--- src/rtl/prbs_scrambler_stream_pkg.sv ---
// rtl/prbs_scrambler_stream_pkg.sv - Shared PN polynomial defaults and the multi-bit LFSR step function
package scrambler_pkg;

    localparam int MAX_LFSR_W = 32;
    localparam int MAX_DATA_W = 64;
    localparam int STEP_RES_W = MAX_LFSR_W + MAX_DATA_W;

    // x^15 + x^14 + 1 in the right-shifting Fibonacci form
    localparam logic [14:0] DEFAULT_TAP_MASK = 15'h0003;
    localparam logic [14:0] DEFAULT_SEED     = 15'h4A80;

    // Returns {next_state, out_bits}; state lives in the low w bits, data bit 0 goes first.
    function automatic logic [STEP_RES_W-1:0] lfsr_step_n(
        input logic [MAX_LFSR_W-1:0] state,
        input logic [MAX_DATA_W-1:0] data,
        input logic [MAX_LFSR_W-1:0] mask,
        input int                    n,
        input int                    w
    );
        logic [MAX_LFSR_W-1:0] s;
        logic [MAX_DATA_W-1:0] o;
        logic                  fb;
        s = state;
        o = '0;
        for (int k = 0; k < MAX_DATA_W; k++) begin
            if (k < n) begin
                fb          = ^(s & mask);
                o[6'(k)]    = data[6'(k)] ^ fb;
                s           = s >> 1;
                s[5'(w-1)]  = fb;
            end
        end
        return {s, o};
    endfunction

endpackage

--- src/rtl/prbs_scrambler_stream_if.sv ---
// rtl/prbs_scrambler_stream_if.sv - Valid/ready beat stream with end-of-frame marker
interface prbs_scrambler_stream_if #(
    parameter int DATA_W = 8
);
    logic              valid;
    logic              ready;
    logic [DATA_W-1:0] data;
    logic              last;

    modport master (output valid, output data, output last, input ready);
    modport slave  (input valid, input data, input last, output ready);
endinterface

--- src/rtl/prbs_scrambler_stream_lfsr_core.sv ---
// rtl/prbs_scrambler_stream_lfsr_core.sv - Combinational DATA_W-step LFSR scramble of one beat
module prbs_lfsr_core
    import scrambler_pkg::*;
#(
    parameter int                LFSR_W   = 15,
    parameter logic [LFSR_W-1:0] TAP_MASK = DEFAULT_TAP_MASK,
    parameter int                DATA_W   = 8
) (
    input  logic [LFSR_W-1:0] state_i,
    input  logic [DATA_W-1:0] data_i,
    output logic [LFSR_W-1:0] state_o,
    output logic [DATA_W-1:0] data_o
);
    logic [STEP_RES_W-1:0] step_res;
    logic                  unused_step_bits;

    assign step_res = lfsr_step_n(32'(state_i), 64'(data_i), 32'(TAP_MASK), DATA_W, LFSR_W);
    assign state_o  = step_res[MAX_DATA_W +: LFSR_W];
    assign data_o   = step_res[0 +: DATA_W];
    assign unused_step_bits = ^step_res;
endmodule

--- src/rtl/prbs_scrambler_stream.sv ---
// rtl/prbs_scrambler_stream.sv - Streaming PRBS scrambler/descrambler with handshake, reseed and bypass
module prbs_scrambler_stream
    import scrambler_pkg::*;
#(
    parameter int                LFSR_W   = 15,
    parameter logic [LFSR_W-1:0] TAP_MASK = DEFAULT_TAP_MASK,
    parameter logic [LFSR_W-1:0] SEED     = DEFAULT_SEED,
    parameter int                DATA_W   = 8
) (
    input  logic                    clk,
    input  logic                    reset,
    input  logic                    cfg_load_i,
    input  logic [LFSR_W-1:0]       cfg_seed_i,
    input  logic                    cfg_bypass_i,
    input  logic                    cfg_frame_reseed_i,
    prbs_scrambler_stream_if.slave  s_if,
    prbs_scrambler_stream_if.master m_if,
    output logic [LFSR_W-1:0]       lfsr_state_o
);
    logic [LFSR_W-1:0] lfsr_q, lfsr_d, seed_q, seed_d, core_state;
    logic [DATA_W-1:0] m_data_q, m_data_d, core_data;
    logic              m_valid_q, m_valid_d, m_last_q, m_last_d;
    logic              accept;

    prbs_lfsr_core #(
        .LFSR_W   (LFSR_W),
        .TAP_MASK (TAP_MASK),
        .DATA_W   (DATA_W)
    ) u_core (
        .state_i (lfsr_q),
        .data_i  (s_if.data),
        .state_o (core_state),
        .data_o  (core_data)
    );

    assign s_if.ready   = !m_valid_q || m_if.ready;
    assign accept       = s_if.valid && s_if.ready;
    assign m_if.valid   = m_valid_q;
    assign m_if.data    = m_data_q;
    assign m_if.last    = m_last_q;
    assign lfsr_state_o = lfsr_q;

    always_comb begin
        m_valid_d = m_valid_q;
        m_data_d  = m_data_q;
        m_last_d  = m_last_q;
        lfsr_d    = lfsr_q;
        seed_d    = seed_q;

        if (accept) begin
            m_valid_d = 1'b1;
            m_data_d  = cfg_bypass_i ? s_if.data : core_data;
            m_last_d  = s_if.last;
        end else if (m_if.ready) begin
            m_valid_d = 1'b0;
        end

        // A coincident load still lets the accepted beat use the old state above.
        if (cfg_load_i) begin
            lfsr_d = cfg_seed_i;
            seed_d = cfg_seed_i;
        end else if (accept && cfg_frame_reseed_i && s_if.last) begin
            lfsr_d = seed_q;
        end else if (accept && !cfg_bypass_i) begin
            lfsr_d = core_state;
        end
    end

    always_ff @(posedge clk or posedge reset) begin
        if (reset) begin
            lfsr_q    <= SEED;
            seed_q    <= SEED;
            m_valid_q <= 1'b0;
            m_data_q  <= '0;
            m_last_q  <= 1'b0;
        end else begin
            lfsr_q    <= lfsr_d;
            seed_q    <= seed_d;
            m_valid_q <= m_valid_d;
            m_data_q  <= m_data_d;
            m_last_q  <= m_last_d;
        end
    end
endmodule

--- src/flat_wrapper.sv ---
// flat-port wrapper written by rule: the top's interface ports become plain ports
module prbs_scrambler_stream_flat import scrambler_pkg::*;
#(
    parameter int                LFSR_W   = 15,
    parameter logic [LFSR_W-1:0] TAP_MASK = DEFAULT_TAP_MASK,
    parameter logic [LFSR_W-1:0] SEED     = DEFAULT_SEED,
    parameter int                DATA_W   = 8
)
  (clk, reset, cfg_load_i, cfg_seed_i, cfg_bypass_i, cfg_frame_reseed_i, lfsr_state_o, s_if_valid, s_if_data, s_if_last, s_if_ready, m_if_valid, m_if_data, m_if_last, m_if_ready);
  prbs_scrambler_stream_if #(.DATA_W(DATA_W)) s_if_i ();
  prbs_scrambler_stream_if #(.DATA_W(DATA_W)) m_if_i ();
  input  logic clk;
  input  logic reset;
  input  logic cfg_load_i;
  input  logic [LFSR_W-1:0] cfg_seed_i;
  input  logic cfg_bypass_i;
  input  logic cfg_frame_reseed_i;
  output logic [LFSR_W-1:0] lfsr_state_o;
  input wire logic [$bits(s_if_i.valid)-1:0] s_if_valid;
  input wire logic [$bits(s_if_i.data)-1:0] s_if_data;
  input wire logic [$bits(s_if_i.last)-1:0] s_if_last;
  output wire logic [$bits(s_if_i.ready)-1:0] s_if_ready;
  output wire logic [$bits(m_if_i.valid)-1:0] m_if_valid;
  output wire logic [$bits(m_if_i.data)-1:0] m_if_data;
  output wire logic [$bits(m_if_i.last)-1:0] m_if_last;
  input wire logic [$bits(m_if_i.ready)-1:0] m_if_ready;
  assign s_if_i.valid = s_if_valid;
  assign s_if_i.data = s_if_data;
  assign s_if_i.last = s_if_last;
  assign s_if_ready = s_if_i.ready;
  assign m_if_valid = m_if_i.valid;
  assign m_if_data = m_if_i.data;
  assign m_if_last = m_if_i.last;
  assign m_if_i.ready = m_if_ready;
  prbs_scrambler_stream #(.LFSR_W(LFSR_W), .TAP_MASK(TAP_MASK), .SEED(SEED), .DATA_W(DATA_W)) u_core (.clk(clk), .reset(reset), .cfg_load_i(cfg_load_i), .cfg_seed_i(cfg_seed_i), .cfg_bypass_i(cfg_bypass_i), .cfg_frame_reseed_i(cfg_frame_reseed_i), .s_if(s_if_i), .m_if(m_if_i), .lfsr_state_o(lfsr_state_o));
endmodule
--- config.mk ---
export PLATFORM = sky130hd
export DESIGN_NAME = prbs_scrambler_stream_flat
export DESIGN_NICKNAME = d
export VERILOG_FILES = /design/src/rtl/prbs_scrambler_stream_pkg.sv /design/src/rtl/prbs_scrambler_stream_if.sv /design/src/rtl/prbs_scrambler_stream_lfsr_core.sv /design/src/rtl/prbs_scrambler_stream.sv /design/src/flat_wrapper.sv
export SDC_FILE = /design/constraint.sdc
export NUM_CORES = 1
export LEC_CHECK = 0
export BUFFER_PORTS_ARGS = -buffer_cell sky130_fd_sc_hd__clkbuf_2
export CAP_MARGIN = 20
export CORE_AREA = 8 8 70 72
export CTS_CLUSTER_SIZE = 24
export DETAILED_ROUTE_END_ITERATION = 8
export DIE_AREA = 0 0 78 80
export PLACE_DENSITY = 0.86
export SETUP_SLACK_MARGIN = 0.3
export SLEW_MARGIN = 15
export SYNTH_ARGS = -nofsm -noshare
export SYNTH_HDL_FRONTEND = slang
export SYNTH_SLANG_ARGS = --single-unit
--- constraint.sdc ---
create_clock -name clk -period 2.2 [get_ports clk]
set_input_delay 0.11 -clock clk [delete_from_list [all_inputs] [get_ports clk]]
set_output_delay 0.11 -clock clk [all_outputs]
set_load 0.1 [all_outputs]
==> impl_metrics.tcl, run 1 <==
set metrics [dict create \
    drv_slew 0 \
    r2r-start "u_core.m_if.valid" \
    m1WireLength_um 2100 \
    drtIter0Drc 112 \
    syn_inst 210 \
    finalSetupViolCount 0 \
    syn_to_final_growth_pct 21.3 \
    clockBufferDepth 2 \
    post_drt_wl_per_cell_um 15.7 \
    rr_worst_depth 4 \
    path_cells "clkbuf_2" \
    core_region_area_mm2 0.00386 \
    p_leak_nw 1.16 \
    utilization_pct 64.9 \
    routed.top_layer "met4" \
    gp_congestion 0.822 \
    root_buffer "clkbuf_8" \
    p_comb_share_pct 38.2 \
    finalNetCount 296 \
    min_path_type "in -> reg" \
    startpoint "u_core.lfsr_state_o[7]" \
    clkPwrFrac_pct 25.7 \
    endpoint "lfsr_state_o[7]" \
    path_delay_family "flip-flops" \
    cp.required_ns 2.09 \
    rsz0062_at_grt "no" \
    place.port_buffers 56 \
    sw_frac_of_total_pct 43.8 \
    cts_buffers 5 \
    endpoint_kind "output port" \
    dp.cells 307 \
    finalHoldViolations 0 \
    dr_total_vias 1719 \
    max_slew_margin_pct 63.4 \
    peakVddDrop_mv 0.735 \
    insertion_delay_ns 0.30 \
    rr_endpoint "u_core.lfsr_state_o[14]" \
    postCtsSetupRepairBufs 0 \
    wirelength_um 4950 \
    cp_num_buf_inv 1 \
    arrival_ns 1.36 \
    synth_fp_nets 241 \
    cp-start-kind "register" \
    routed-wl-met2_um 2390 \
    setup_tns_ns 0 \
    die_h_um 80 \
    status "finished clean" \
    maxCapViolCount 0 \
    worstMarginPinSlew_ns 0.552 \
    drive_gt1_share_pct 35.7 \
    grt_pass1_vias 1819 \
    p_sw_mw 1.13 \
    fin_total_pwr_mw 2.58 \
    grt_pass1_wl_um 8370 \
    pin_count 57 \
    overflow 0 \
    pwr-share-seq_pct 36.1 \
    ys_ff_latch 40 \
    post-dp-hpwl_um 3640 \
    p_int_mw 1.45 \
    grt_max_degree 41 \
    groute.usage.overall_pct 16.8 \
    path_class "reg -> out" \
    ctsHtreeMaxLevel 2 \
    synth_seq_area_share_pct 49.0 \
    stdcell_count 316 \
    syn_area_per_cell_um2 9.82 \
    wl_met3_um 367 \
    die_area_mm2 0.00624 \
    crit_path_max_fanout 4 \
    ys_types 21 \
    powerDensity_mw_per_mm2 1030 \
    antenna_found_initial 0 \
    clock-sinks 40 \
    yosysWarnings 0 \
    skew_ns 0.00354 \
    die_w_um 78 \
    netlist_area_mm2 0.00206 \
    cpPeakStageDelay_ns 0.59 \
    cp.depth 1 \
    period_minus_slack_ns 1.47 \
    timing.final.crit_share_pct 67.0 \
    start_util_pct 53.5 \
    max_freq_mhz 678 \
    cts.reportedPaths.clkPinSlew_ns 0.08 \
    first_pass_iters 4 \
    r2r_slack_ns 0.76 \
    drcViolationCount 0 \
    cts_tree "built" \
    avgViaCountPerCell 5.44 \
    rows 23 \
    drtAntennaViolNets 0 \
    diodes 0 \
    crit_slowest_cell "dfstp_2" \
]
how the worst min path moves through the flow:
| stage | depth (start not counted) | end | start |
|---|---|---|---|
| after floorplan | 2 | u_core.m_if.last | s_if_last |
| after global placement | 3 | u_core.m_if.data[0] | reset |
| after detailed placement | 3 | u_core.lfsr_state_o[6] | reset |
| after CTS | 3 | u_core.m_if.last | s_if_last |
| after global routing | 2 | u_core.m_if.valid | s_if_valid |
| final | 3 | u_core.m_if.last | s_if_last |
repair_timing:
action,in CTS,in global routing
hold buffers,1,0
hold endpoints to repair,32,0
gates resized for setup,0,0
routing by layer:
metal	track usage, %	vias to the layer above
met4	7.04	0
li1	-	841
met3	6.19	9
met2	27.6	62
met1	19.4	807
met5	0	-
synthesized netlist by cell type:
library cell  count  area share [%]
dfrtp_1          32              39
nand2_1          29             5.3
o21ai_0          22             5.3
xnor2_1          16             6.8
a21oi_1          15             3.6
inv_1            15             2.7
nand2b_1          9             2.7
nor2_1            9             1.6
a221oi_2          8             5.8
dfstp_2           8              10
mux2_2            8             4.4
o31ai_1           8             2.9
a31oi_1           7             2.1
o22ai_1           7             2.1
buf_2             5             1.2
clkbuf_1          5            0.91
buf_6             2             1.1
nand4_1           2            0.61
and2_4            1            0.42
and3_4            1            0.55
nand2b_4          1            0.67
power groups by stage:
stage | Combinational [mW] | Sequential [mW] | Clock (mW)
after global routing | 1.04 | 0.946 | 0.702
after floorplan | 0.280 | 1.47 | 0
after detailed placement | 0.989 | 0.947 | 0
after global placement | 0.977 | 0.940 | 0
final | 0.987 | 0.933 | 0.664
after CTS | 0.993 | 0.933 | 0.677
layout make-up:
| cell class | count | area [um2] |
|---|---|---|
| inverter | 15 | 56.3 |
| clock inverter | 1 | 30.0 |
| timing repair buffer | 60 | 313 |
| clock buffer | 7 | 96.3 |
| tap | 50 | 62.6 |
| sequential | 40 | 1010 |
| multi-input combinational | 143 | 928 |
| fill | 337 | 1360 |
stage by stage:
stage	cell area, um2	hold WS [ns]	worst slack [ns]
CTS	2500	0.0508	0.716
floorplan	2070	0.215	0.351
detailed placement	2360	0.246	0.777
finish	2500	0.0635	0.726
global placement	2360	0.232	0.807
global route	2500	0.0728	0.688
kinds of logic after synthesis:
family / after synthesis / synth area share, %
XOR/XNOR: 16 / 6.80
buffers and inverters: 27 / 5.95
flip-flops: 40 / 49.0
AO/OA/AOI/OAI: 67 / 22.0
AND/OR/NAND/NOR: 52 / 11.9
multiplexers: 8 / 4.37
state kept, by name, summed over array words and instances (netlist names):
name and cells:
u_core.lfsr_state_o 15, u_core.seed_q 15, u_core.m_if.data 8, u_core.m_if.last 1
u_core.m_if.valid 1
placed cells by master, fill, tap and decap left out, types with 2 or more instances in the layout:
cell type	count
nand4_1	2
clkbuf_8	7
xnor2_1	16
nand2b_1	9
buf_4	3
a221oi_2	8
o31ai_1	8
dfrtp_1	31
nand2_1	29
inv_1	15
a31oi_1	7
mux2_2	8
clkbuf_2	56
o22ai_1	7
a21oi_1	15
dfstp_2	8
o21ai_0	22
nor2_1	9
No activity file was read; power rests on OpenSTA's default activity.
==> run 2, diff against run 1 <==
- CORE_AREA: 8 8 70 72 -> 8 8 76 78
- DIE_AREA: 0 0 78 80 -> 0 0 84 86
- PLACE_DENSITY: 0.86 -> 0.76
- clock period: 2.2 -> 1.2 ns (I/O delays scaled with it)
==> impl_metrics.tcl, run 2 (synthesis results as in run 1) <==
set metrics [dict create \
    status "finished with violations" \
    violations "negative setup slack" \
    path_class "reg -> reg" \
    drcViolationCount 0 \
    placed_cell_area_mm2 0.00287 \
    layout_setup_ws_ns -0.0848 \
    die_area_mm2 0.00722 \
    skew_ns 0.00892 \
    p_leak_nw 1.47 \
    diodes 0 \
    rr_endpoint "u_core.lfsr_state_o[6]" \
    period_minus_slack_ns 1.28 \
    finalNetCount 332 \
    cp-start-kind "register" \
    grt_max_degree 32 \
    insertion_delay_ns 0.29 \
    startpoint "u_core.m_if.valid" \
    root_buffer "clkbuf_8" \
    finalHoldViolations 0 \
    endpoint "u_core.lfsr_state_o[6]" \
    wirelength_um 5900 \
    avgViaCountPerCell 5.34 \
    cts.reportedPaths.clkPinSlew_ns 0.08 \
    maxCapViolCount 0 \
    die_h_um 86 \
    stdcell_area_mm2 0.00329 \
    rows 25 \
    finalSetupViolCount 21 \
    post_drt_wl_per_cell_um 16.6 \
    endpoint_kind "register" \
    r2r_slack_ns -0.08 \
    post-dp-hpwl_um 4210 \
    seqCellArea_mm2 0.00104 \
    dr_total_vias 1900 \
    drv_slew 0 \
    grt_pass1_vias 2027 \
    cp.required_ns 1.37 \
    timing.final.crit_share_pct 107 \
    antenna_found_initial 0 \
    peakVddDrop_mv 0.700 \
    syn_to_final_growth_pct 59.7 \
    cts_tree "built" \
    final_common_cell "clkbuf_2" \
    arrival_ns 1.45 \
    start_util_pct 44.8 \
    min-delay-start "cfg_seed_i[0]" \
    fin_total_pwr_mw 5.30 \
    pin_count 57 \
    multiInputGateArea_mm2 0.00100 \
    stdcell_count 356 \
    clock-sinks 40 \
    r2r-start "u_core.m_if.valid" \
    crit_path_max_fanout 11 \
    path_delay_family "flip-flops" \
    cp.depth 6 \
    place.port_buffers 56 \
    rsz0062_at_grt "yes" \
    rr_worst_depth 6 \
    gp_congestion 0.819 \
    max_freq_mhz 778 \
    groute.usage.overall_pct 16.3 \
    grt_pass1_wl_um 9650 \
    fillers 275 \
    drive_gt1_share_pct 52.3 \
    whs_path_depth 3 \
    drtIter0Drc 135 \
    dp.cells 331 \
    first_pass_iters 4 \
    drtAntennaViolNets 0 \
    cp_num_buf_inv 2 \
    ctsHtreeMaxLevel 2 \
    crit_slowest_cell "dfrtp_4" \
    setup_tns_ns -0.914 \
    die_w_um 84 \
    max_slew_margin_pct 78.4 \
    min_path_type "in -> reg" \
    layout_common_cells "clkbuf_2, buf_12, nand2_1" \
    worstMarginPinSlew_ns 0.324 \
    hold_ws_ns 0.0161 \
    cpPeakStageDelay_ns 0.49 \
    path_cells "nand2b_4 -> nand4_1 -> buf_6 -> buf_12 -> o22ai_2 -> a21oi_2" \
    core_region_area_mm2 0.00460 \
    cts_buffers 5 \
    powerDensity_mw_per_mm2 1610 \
    overflow 0 \
    clockBufferDepth 2 \
]
## run 2: routing by layer
metal	global-route usage (%)	routed length, um
met5	0	0
met4	6.28	104
met3	4.08	365
met2	28.6	2970
met1	18.5	2460
## run 2: metrics by stage
stage               utilization (%)  setup slack, ns
floorplan                         -           -0.603
global placement               62.3          -0.0756
detailed placement             62.3           -0.157
CTS                            70.7          -0.0558
global route                   71.6           -0.142
finish                         71.6          -0.0848
## run 2: power breakdown
part | switching [mW] | internal (mW) | leakage [nW]
Combinational | 1.58 | 1.05 | 0.977
Sequential | 0.209 | 1.58 | 0.449
Clock | 0.471 | 0.409 | 0.0422
Total | 2.26 | 3.04 | 1.47
## run 2: worst min path at each step
stage | slack, ns | end
2_1_floorplan | 0.04 | u_core.lfsr_state_o[10]
5_1_grt | 0.04 | u_core.seed_q[0]
3_3_place_gp | 0.08 | u_core.m_if.data[0]
4_1_cts | 0.02 | u_core.seed_q[0]
6_report | 0.02 | u_core.seed_q[0]
3_5_place_dp | 0.09 | u_core.m_if.data[0]
## run 2: worst register-to-register path, delay by kind of cell (launching register included)
kind / cells / cell delay, ns
AND/OR/NAND/NOR: 2 / 0.18
flip-flops: 1 / 0.49
buffers and inverters: 2 / 0.32
AO/OA/AOI/OAI: 2 / 0.16
## run 2: cell type report
cell class / instances / share of cell area (%)
clock inverters: 1 / 0.152
inverters: 15 / 1.82
repair buffers: 96 / 31.7
flip-flops and latches: 40 / 31.5
multi-input cells: 143 / 30.5
clock buffers: 7 / 2.32
well taps: 54 / 2.05
## run 2: timing repair
action | 4_1_cts | 5_1_grt
endpoints found under the hold margin | 18 | 0
resized for setup | 53 | 3
buffers inserted | 10 | 5
hold buffers | 2 | 0
setup endpoints to repair | 50 | 59
pin swaps | 3 | 0
